## src/rtl/rv_pkg.sv

```systemverilog
// Shared RISC-V front-end definitions: datapath width, opcode constants,
// the canonical NOP and the fetch state encoding.
package rv_pkg;

    localparam int XLEN = 32;

    localparam logic [6:0] OP_LUI    = 7'b0110111;
    localparam logic [6:0] OP_JAL    = 7'b1101111;
    localparam logic [6:0] OP_BRANCH = 7'b1100011;
    localparam logic [6:0] OP_LOAD   = 7'b0000011;
    localparam logic [6:0] OP_STORE  = 7'b0100011;
    localparam logic [6:0] OP_IMM    = 7'b0010011;

    // addi x0, x0, 0
    localparam logic [31:0] NOP_INSTR = {25'd0, OP_IMM};

    typedef enum logic [2:0] {
        IDLE,
        ISSUE,
        WAIT,
        FULL,
        DRAIN
    } fetch_state_t;

endpackage

```

## src/rtl/fetch_unit_if.sv

```systemverilog
// Bus bundle around the fetch stage: instruction-memory request/response,
// redirect inputs from execute and the valid/ready link to decode.
// master = fetch stage, slave = memory/execute/decode environment.
interface fetch_unit_if
    import rv_pkg::*;
#(
    parameter int XLEN = rv_pkg::XLEN
);

    logic            imem_req;
    logic [XLEN-1:0] imem_addr;
    logic            imem_rvalid;
    logic [XLEN-1:0] imem_rdata;

    logic            branch;
    logic            jump;
    logic            br_cond;
    logic [XLEN-1:0] target_addr;

    logic            id_ready;
    logic            if_valid;
    logic [XLEN-1:0] if_instr;
    logic [XLEN-1:0] if_pc;
    logic [6:0]      if_opcode;

    modport master (
        output imem_req, imem_addr,
        input  imem_rvalid, imem_rdata,
        input  branch, jump, br_cond, target_addr,
        input  id_ready,
        output if_valid, if_instr, if_pc, if_opcode
    );

    modport slave (
        input  imem_req, imem_addr,
        output imem_rvalid, imem_rdata,
        output branch, jump, br_cond, target_addr,
        output id_ready,
        input  if_valid, if_instr, if_pc, if_opcode
    );

endinterface

```

## src/rtl/pc_reg.sv

```systemverilog
// Program counter: holds the fetch address and selects between the
// sequential successor (PC+4, wrapping) and a word-aligned redirect target.
module pc_reg
    import rv_pkg::*;
#(
    parameter int              XLEN     = rv_pkg::XLEN,
    parameter logic [XLEN-1:0] RESET_PC = '0
)(
    input  logic            clk,
    input  logic            rst,
    input  logic            load_target,
    input  logic            advance,
    input  logic [XLEN-1:0] target_addr,
    output logic [XLEN-1:0] pc_q
);

    localparam logic [XLEN-1:0] PC_STEP    = XLEN'(4);
    localparam logic [XLEN-1:0] ALIGN_MASK = ~XLEN'(3);

    logic [XLEN-1:0] pc_d;
    logic            pc_en;

    // Redirect outranks sequential advance; the target is forced word-aligned.
    always_comb begin
        pc_d  = pc_q + PC_STEP;
        pc_en = load_target | advance;
        if (load_target) begin
            pc_d = target_addr & ALIGN_MASK;
        end
    end

    // PC register, loaded only when the fetch FSM asks for it.
    always_ff @(posedge clk or posedge rst) begin
        if (rst) begin
            pc_q <= RESET_PC;
        end else if (pc_en) begin
            pc_q <= pc_d;
        end
    end

endmodule

```

## src/rtl/fetch_unit.sv

```systemverilog
// Instruction-fetch stage: one outstanding memory request at a time, a
// single-entry holding register towards decode, and redirect handling that
// discards any response belonging to a squashed fetch.
module fetch_unit
    import rv_pkg::*;
#(
    parameter int              XLEN     = rv_pkg::XLEN,
    parameter logic [XLEN-1:0] RESET_PC = '0
)(
    input  logic      clk,
    input  logic      rst,
    fetch_unit_if.master bus
);

    fetch_state_t    state_q;
    fetch_state_t    state_d;

    logic            redirect;
    logic            capture;
    logic            drop;
    logic            advance;

    logic [XLEN-1:0] pc_q;
    logic            if_valid_q;
    logic [XLEN-1:0] if_instr_q;
    logic [XLEN-1:0] if_pc_q;

    assign redirect = bus.jump | (bus.branch & bus.br_cond);

    pc_reg #(
        .XLEN     (XLEN),
        .RESET_PC (RESET_PC)
    ) u_pc_reg (
        .clk         (clk),
        .rst         (rst),
        .load_target (redirect),
        .advance     (advance),
        .target_addr (bus.target_addr),
        .pc_q        (pc_q)
    );

    // Fetch state register.
    always_ff @(posedge clk or posedge rst) begin
        if (rst) begin
            state_q <= IDLE;
        end else begin
            state_q <= state_d;
        end
    end

    // Next state plus capture/drop/advance strobes; redirect always wins.
    always_comb begin
        state_d = state_q;
        capture = 1'b0;
        drop    = 1'b0;
        advance = 1'b0;
        case (state_q)
            IDLE: begin
                state_d = ISSUE;
            end
            ISSUE: begin
                // A redirect here leaves a response in flight that must be eaten.
                state_d = redirect ? DRAIN : WAIT;
            end
            WAIT: begin
                if (redirect) begin
                    // Response arriving with the redirect is stale but closes the request.
                    state_d = bus.imem_rvalid ? ISSUE : DRAIN;
                end else if (bus.imem_rvalid) begin
                    capture = 1'b1;
                    state_d = FULL;
                end
            end
            FULL: begin
                if (redirect) begin
                    drop    = 1'b1;
                    state_d = ISSUE;
                end else if (bus.id_ready) begin
                    drop    = 1'b1;
                    advance = 1'b1;
                    state_d = ISSUE;
                end
            end
            DRAIN: begin
                if (bus.imem_rvalid) begin
                    state_d = ISSUE;
                end
            end
            default: begin
                state_d = IDLE;
            end
        endcase
    end

    // Holding register towards decode; stays put until accepted or squashed.
    always_ff @(posedge clk or posedge rst) begin
        if (rst) begin
            if_valid_q <= 1'b0;
            if_instr_q <= XLEN'(NOP_INSTR);
            if_pc_q    <= RESET_PC;
        end else if (capture) begin
            if_valid_q <= 1'b1;
            if_instr_q <= bus.imem_rdata;
            if_pc_q    <= pc_q;
        end else if (drop) begin
            if_valid_q <= 1'b0;
        end
    end

    assign bus.imem_req  = (state_q == ISSUE);
    assign bus.imem_addr = pc_q;
    assign bus.if_valid  = if_valid_q;
    assign bus.if_instr  = if_instr_q;
    assign bus.if_pc     = if_pc_q;
    assign bus.if_opcode = if_instr_q[6:0];

endmodule

```

## src/flat_wrapper.sv

```systemverilog
// flat-port wrapper written by rule: the top's interface ports become plain ports
module fetch_unit_flat import rv_pkg::*;
#(
    parameter int              XLEN     = rv_pkg::XLEN,
    parameter logic [XLEN-1:0] RESET_PC = '0
)
  (clk, rst, bus_imem_req, bus_imem_addr, bus_imem_rvalid, bus_imem_rdata, bus_branch, bus_jump, bus_br_cond, bus_target_addr, bus_id_ready, bus_if_valid, bus_if_instr, bus_if_pc, bus_if_opcode);
  fetch_unit_if #(.XLEN(XLEN)) bus_i ();
  input  logic clk;
  input  logic rst;
  output wire logic [$bits(bus_i.imem_req)-1:0] bus_imem_req;
  output wire logic [$bits(bus_i.imem_addr)-1:0] bus_imem_addr;
  input wire logic [$bits(bus_i.imem_rvalid)-1:0] bus_imem_rvalid;
  input wire logic [$bits(bus_i.imem_rdata)-1:0] bus_imem_rdata;
  input wire logic [$bits(bus_i.branch)-1:0] bus_branch;
  input wire logic [$bits(bus_i.jump)-1:0] bus_jump;
  input wire logic [$bits(bus_i.br_cond)-1:0] bus_br_cond;
  input wire logic [$bits(bus_i.target_addr)-1:0] bus_target_addr;
  input wire logic [$bits(bus_i.id_ready)-1:0] bus_id_ready;
  output wire logic [$bits(bus_i.if_valid)-1:0] bus_if_valid;
  output wire logic [$bits(bus_i.if_instr)-1:0] bus_if_instr;
  output wire logic [$bits(bus_i.if_pc)-1:0] bus_if_pc;
  output wire logic [$bits(bus_i.if_opcode)-1:0] bus_if_opcode;
  assign bus_imem_req = bus_i.imem_req;
  assign bus_imem_addr = bus_i.imem_addr;
  assign bus_i.imem_rvalid = bus_imem_rvalid;
  assign bus_i.imem_rdata = bus_imem_rdata;
  assign bus_i.branch = bus_branch;
  assign bus_i.jump = bus_jump;
  assign bus_i.br_cond = bus_br_cond;
  assign bus_i.target_addr = bus_target_addr;
  assign bus_i.id_ready = bus_id_ready;
  assign bus_if_valid = bus_i.if_valid;
  assign bus_if_instr = bus_i.if_instr;
  assign bus_if_pc = bus_i.if_pc;
  assign bus_if_opcode = bus_i.if_opcode;
  fetch_unit #(.XLEN(XLEN), .RESET_PC(RESET_PC)) u_core (.clk(clk), .rst(rst), .bus(bus_i));
endmodule
```

## config.mk

```make
export PLATFORM = sky130hd
export DESIGN_NAME = fetch_unit_flat
export DESIGN_NICKNAME = d
export VERILOG_FILES = /design/src/rtl/rv_pkg.sv /design/src/rtl/fetch_unit_if.sv /design/src/rtl/pc_reg.sv /design/src/rtl/fetch_unit.sv /design/src/flat_wrapper.sv
export SDC_FILE = /design/constraint.sdc
export NUM_CORES = 1
export LEC_CHECK = 0
export CORE_MARGIN = 3
export CORE_UTILIZATION = 48
export DETAILED_ROUTE_END_ITERATION = 10
export GPL_TIMING_DRIVEN = 0
export PLACE_DENSITY = 0.88
export SETUP_SLACK_MARGIN = 0.15
export SYNTH_ARGS = -nofsm -noshare
export SYNTH_HDL_FRONTEND = slang
export SYNTH_HIERARCHICAL = 1
export SYNTH_SLANG_ARGS = --single-unit
```

## constraint.sdc

```tcl
create_clock -name clk -period 5.9 [get_ports clk]
set_input_delay 0.59 -clock clk [delete_from_list [all_inputs] [get_ports clk]]
set_output_delay 0.59 -clock clk [all_outputs]
set_load 0.05 [all_outputs]
```

# Yosys cells after proc, flatten, opt, wreduce, memory -nomap -nowiden
# Cells that the tools add are included.
dict set report totals {
  ff_bits 100
  inputBits 71
  output_inout_bits 105
  elab_cells 38
}
dict set report classes {
  add_sub_neg 1
  eq_ne 7
  mux 19
  bitwise_logic 3
  n_reduce_logical 3
}
# cell n
set op_table {}
lappend op_table {{$add 32x3->32 const B} 1}
lappend op_table {{$mux 32} 1}
lappend op_table {{$mux 3} 7}
lappend op_table {{$pmux 3 s5} 1}
lappend op_table {{$mux 1} 10}
lappend op_table {{$eq 3x2->1 const B} 2}
lappend op_table {{$ne 3x2->1 const B} 2}
lappend op_table {{$eq 3x1->1 const B} 1}
lappend op_table {{$eq 3x3->1 const B} 1}
lappend op_table {{$logic_not 3->1} 1}
lappend op_table {{$reduce_and 3->1} 1}
lappend op_table {{$ne 2x2->1 const B} 1}
lappend op_table {{$or 1x1->1} 2}
lappend op_table {{$reduce_bool 2->1} 1}
lappend op_table {{$and 1x1->1} 1}

# Longest topological paths before layout
dict set report depth {
  depth_word 6
  mapped_depth 9
  depth_no_buf 6
}

# Hierarchy
# Netlist, hierarchy kept.
# mod n_inst cells_each area_per_inst_um2 seq_area_each_um2
set by_module_without_submodules {}
lappend by_module_without_submodules {fetch_unit 1 168 2870.3 1705.4}
lappend by_module_without_submodules {pc_reg 1 197 1788.0 750.7}

# Worst setup path before layout
# No wires, ideal clock.
dict set report synth_timing {
  kind {in2reg}
  startpoint {in bus_branch}
  endpoint {reg u_core.u_pc_reg.pc_q[20]}
  setup_time_ns 0.070
  arrival_ns 2.469
  required_time_ns 5.830
  setup_slack_ns 3.361
  path_stages 7
  n_path_buf 1
  cell_sequence {a21o_1 nor3_1 and4_2 nand4_4 buf_6 or4_1 nand3_1}
}
dict set report synth_via {
  elab_chain_len 5
  word_cells_on_any_way 6
  cone_classes {mux (3); bitwise (3)}
}
# element line
set synth_rtl {}
lappend synth_rtl {{from (decl)} flat_wrapper.sv:15} ;# input wire logic [$bits(bus_i.branch)-1:0] bus_branch;
lappend synth_rtl {{$and 1x1->1} fetch_unit.sv:28} ;# assign redirect = bus.jump | (bus.branch & bus.br_cond);
lappend synth_rtl {{$or 1x1->1} fetch_unit.sv:28}
lappend synth_rtl {{$mux 1} fetch_unit.sv:75} ;# if (redirect) begin
lappend synth_rtl {{$mux 1} fetch_unit.sv:57} ;# case (state_q)
lappend synth_rtl {{via u_core.advance} fetch_unit.sv:21} ;# logic advance;
lappend synth_rtl {{$or 1x1->1} pc_reg.sv:26} ;# pc_en = load_target | advance;
lappend synth_rtl {{to (signal assigned)} pc_reg.sv:37} ;# pc_q <= pc_d;
lappend synth_rtl {{to (decl)} pc_reg.sv:14} ;# output logic [XLEN-1:0] pc_q
# The timed path passes the listed nets, and every way through them passes these cells.
# A chain may end at the register's enable or synchronous reset.

# Final worst setup path
dict set report layout_timing {
  startpoint {in bus_jump}
  endpoint {reg u_core.u_pc_reg.pc_q[30]}
}
dict set report layout_via {
  elab_chain_len 4
  word_cells_on_any_way 5
  cone_classes {mux (3); bitwise (2)}
}
# element line
set layout_rtl {}
lappend layout_rtl {{from (decl)} flat_wrapper.sv:16} ;# input wire logic [$bits(bus_i.jump)-1:0] bus_jump;
lappend layout_rtl {{$or 1x1->1} fetch_unit.sv:28}
lappend layout_rtl {{via u_core.redirect} fetch_unit.sv:18} ;# logic redirect;
lappend layout_rtl {{$mux 1} fetch_unit.sv:75}
lappend layout_rtl {{$mux 1} fetch_unit.sv:57}
lappend layout_rtl {{via u_core.advance} fetch_unit.sv:21}
lappend layout_rtl {{$or 1x1->1} pc_reg.sv:26}
# The timed path passes the listed nets, and every way through them passes these cells.

==> results.json <==
{
  "outcome": "complete, no violations",
  "synth_cell_types": 45,
  "antenna_found_initial": 0,
  "drc": 0,
  "drt_iter0_drc": 184,
  "multi_input_area_um2": 1962,
  "critPathMaxStageDelay_ns": 0.67,
  "grt_usage": 0.2309,
  "drt_wl_total_mm": 12.37,
  "synthArstFlopShare": 1.000,
  "synth-seq-area-share": 0.5273,
  "clk_pin_slew_ns": 0.10,
  "cts_tree": "done",
  "cts_hold_buf": 0,
  "antenna_cells": 0,
  "ios": 176,
  "vias_per_cell": 5.381,
  "regArea_um2": 2456,
  "cts_sinks": 98,
  "synth_edf_count": 0,
  "ir_worst_vdd_mv": 0.2634,
  "grt_max_degree": 69,
  "timing.max_cap.violations": 0,
  "cellPowerDensity_nw_per_um2": 508.9,
  "dieArea_um2": 10920,
  "root_buffer": "clkbuf_8",
  "syn_area_um2": 4658,
  "cp_slowest_cell": "nor3_1",
  "start_kind": "input port",
  "cts_setup_buffers": 0,
  "endpoint_kind": "register",
  "core-area_um2": 9328,
  "fin_setup_tns_ns": 0,
  "r2r-start": "u_core/state_q[2]",
  "io_buffers": 171,
  "grt_pass1_vias": 3892,
  "n_fill_cell": 652,
  "routed-via-count": 3670,
  "clk_path_buf_depth": 2,
  "die_w_um": 104.5,
  "placement_rows": 35,
  "area_delta_synth_final_pct": 45.12,
  "place_congestion": 0.8463,
  "postSynthCellCount": 365,
  "drv_slew": 0,
  "wl_per_cell_um": 18.14,
  "max_slew.worst_pin.slew_ns": 1.164,
  "rsz0062_at_grt": "no",
  "cts_max_level": 3,
  "leakagePower_nw": 3.005,
  "first_pass_iters": 4,
  "crit_chain": "clkdlybuf4s50_1 -> a21o_1 -> nor3_1 -> and4_2 -> nand4_4 -> buf_6 -> o41ai_1 -> a31oi_1",
  "die_h_um": 104.5,
  "startpoint": "bus_jump",
  "crit_fanout": 10,
  "critPathKind": "input port to register",
  "insertion_delay_ns": 0.35,
  "hp-start": "u_core/bus.if_pc[1]",
  "cts_buffers": 9,
  "crit_arrival_ns": 3.27,
  "relSlewSlack": 0.2232,
  "cts_resized": 0,
  "setup_violations": 0,
  "grt_overflow": 0,
  "fin_nets": 620,
  "hold_path_class": "register to register",
  "ys_ff_latch": 98,
  "antenna_left": 0,
  "ys_warn_count": 6,
  "grt_pass1_wl_mm": 20.60,
  "fin_skew_ns": 0.01058,
  "fin_crit_sh": 0.5178,
  "max_freq_mhz": 327.4,
  "initial_core_util": 0.4994,
  "yosys_most_used_dff": "dfrtp_1",
  "hold_viol": 0,
  "layout-drive-gt1-share": 0.2043,
  "avgSynthCellArea_um2": 12.76,
  "dp.final_hpwl_mm": 9.005,
  "final.min_clock_period_ns": 3.055,
  "power_w": 0.003441,
  "required_ns": 6.12
}
-- placed cells by master, fill, tap and decap left out, drive strengths merged, types with 3 or more instances in the layout --
cell type / Yosys / layout
a31oi: 11 / 11
and3: 4 / 4
and4: 6 / 6
buf: 22 / 22
clkbuf: 6 / 15
clkdlybuf4s50: 0 / 171
dfrtp: 95 / 95
dfstp: 3 / 3
inv: 6 / 9
mux2: 64 / 64
nand2: 30 / 30
nand3: 13 / 13
nand4: 11 / 11
nor2: 13 / 13
o211ai: 4 / 4
o21ai: 21 / 21
o31ai: 6 / 6
or3: 3 / 3
or4: 9 / 9
or4b: 3 / 3
xnor2: 3 / 3
xor2: 10 / 10
-- registers in the layout (all words and copies together), names as in the netlist --
register,count
u_core/bus.if_pc,32
u_core/bus.if_valid,1
u_core/bus.if_instr,32
u_core/state_q,3
u_core/u_pc_reg/pc_q,30
-- cell type report --
| type | count | area share |
|---|---|---|
| buffer | 28 | 0.03220 |
| timing repair buffer | 171 | 0.2532 |
| tap | 129 | 0.02388 |
| sequential | 98 | 0.3633 |
| inverter | 7 | 0.004257 |
| clock buffer | 9 | 0.01832 |
| multi-input combinational | 233 | 0.2902 |
| clock inverter | 7 | 0.01462 |
-- where the power goes --
part	leakage [nW]	internal, W	total, W	switching [W]
clock network	0.111	0.000243	0.000485	0.000242
logic	1.67	0.000740	0.00189	0.00115
registers	1.22	0.000904	0.00107	0.000166
total	3.00	0.00189	0.00344	0.00155
-- critical path, delay by kind of cell --
family | cells | cell delay [ns]
buffers and inverters | 2 | 0.61
AND/OR/NAND/NOR | 3 | 1.24
AO/OA/AOI/OAI | 3 | 0.81
-- stage by stage --
stage               utilization  instances  area [um2]  hold slack [ns]  setup slack, ns
global route             0.7247        682        6760           0.5296            2.708
detailed placement       0.7009        666        6538           0.4914            2.481
CTS                      0.7247        682        6760           0.5152            2.855
global placement         0.7006        666        6535           0.4853            2.411
floorplan                     -        366        4662           0.5052            3.361
finish                   0.7247        682        6760           0.5126            2.845
-- kinds of logic (layout without fill, tap and decap cells) --
family | count (synthesis) | count (layout) | share of synthesized area
compound gates | 50 | 50 | 0.06796
xor+xnor | 13 | 13 | 0.02444
fa+ha+maj | 1 | 1 | 0.002686
buf+inv | 35 | 222 | 0.05237
flops | 98 | 98 | 0.5273
mux | 65 | 65 | 0.1963
other cells | 1 | 2 | 0.0008050
simple gates | 102 | 102 | 0.1281
-- Yosys cell counts, types with 2 or more instances --
cell	n	area share
xnor2_1	3	0.0056
mux2_2	15	0.036
buf_4	9	0.015
dfrtp_1	95	0.51
nor3_1	2	0.0021
nand3_1	13	0.014
o41ai_1	2	0.0038
dfstp_2	3	0.017
o211ai_1	4	0.0064
nand4_4	2	0.0091
and3_1	4	0.0054
nor4b_1	2	0.0038
or3_1	3	0.0040
o31ai_1	6	0.0097
clkbuf_1	6	0.0048
nand2_1	30	0.024
nand2b_1	2	0.0027
and4_2	2	0.0043
inv_1	6	0.0048
xor2_1	10	0.019
nor2_1	13	0.010
or4b_1	2	0.0043
o31a_1	2	0.0038
o21ai_0	21	0.023
buf_6	10	0.024
a31oi_1	11	0.015
and4_1	3	0.0056
mux2_4	49	0.16
buf_2	3	0.0032
or4_1	9	0.015
nand4_1	9	0.012
-- path summary, 6_finish.rpt --
check | end | slack (ns) | depth (start not counted)
worst min-delay path | u_core/bus.if_pc[1] | 0.51 | 1
worst max register to register | u_core/u_pc_reg/pc_q[30] | 3.18 | 7
worst min register to register | u_core/bus.if_pc[1] | 0.51 | 1
min in group asynchronous | u_core/bus.if_instr[22] | 0.81 | 2
worst max-delay path | u_core/u_pc_reg/pc_q[30] | 2.85 | 8
max in group asynchronous | u_core/u_pc_reg/pc_q[2] | 4.26 | 2
-- routing by layer --
| layer | vias to the layer above | routed length [um] | track usage |
|---|---|---|---|
| met5 | - | 0 | 0 |
| met4 | 0 | 112 | 0.05983 |
| met3 | 13 | 916 | 0.05525 |
| met2 | 173 | 6120 | 0.3930 |
| met1 | 1801 | 5224 | 0.2964 |
| li1 | 1683 | - | - |
No activity file was read; power rests on OpenSTA's default activity.
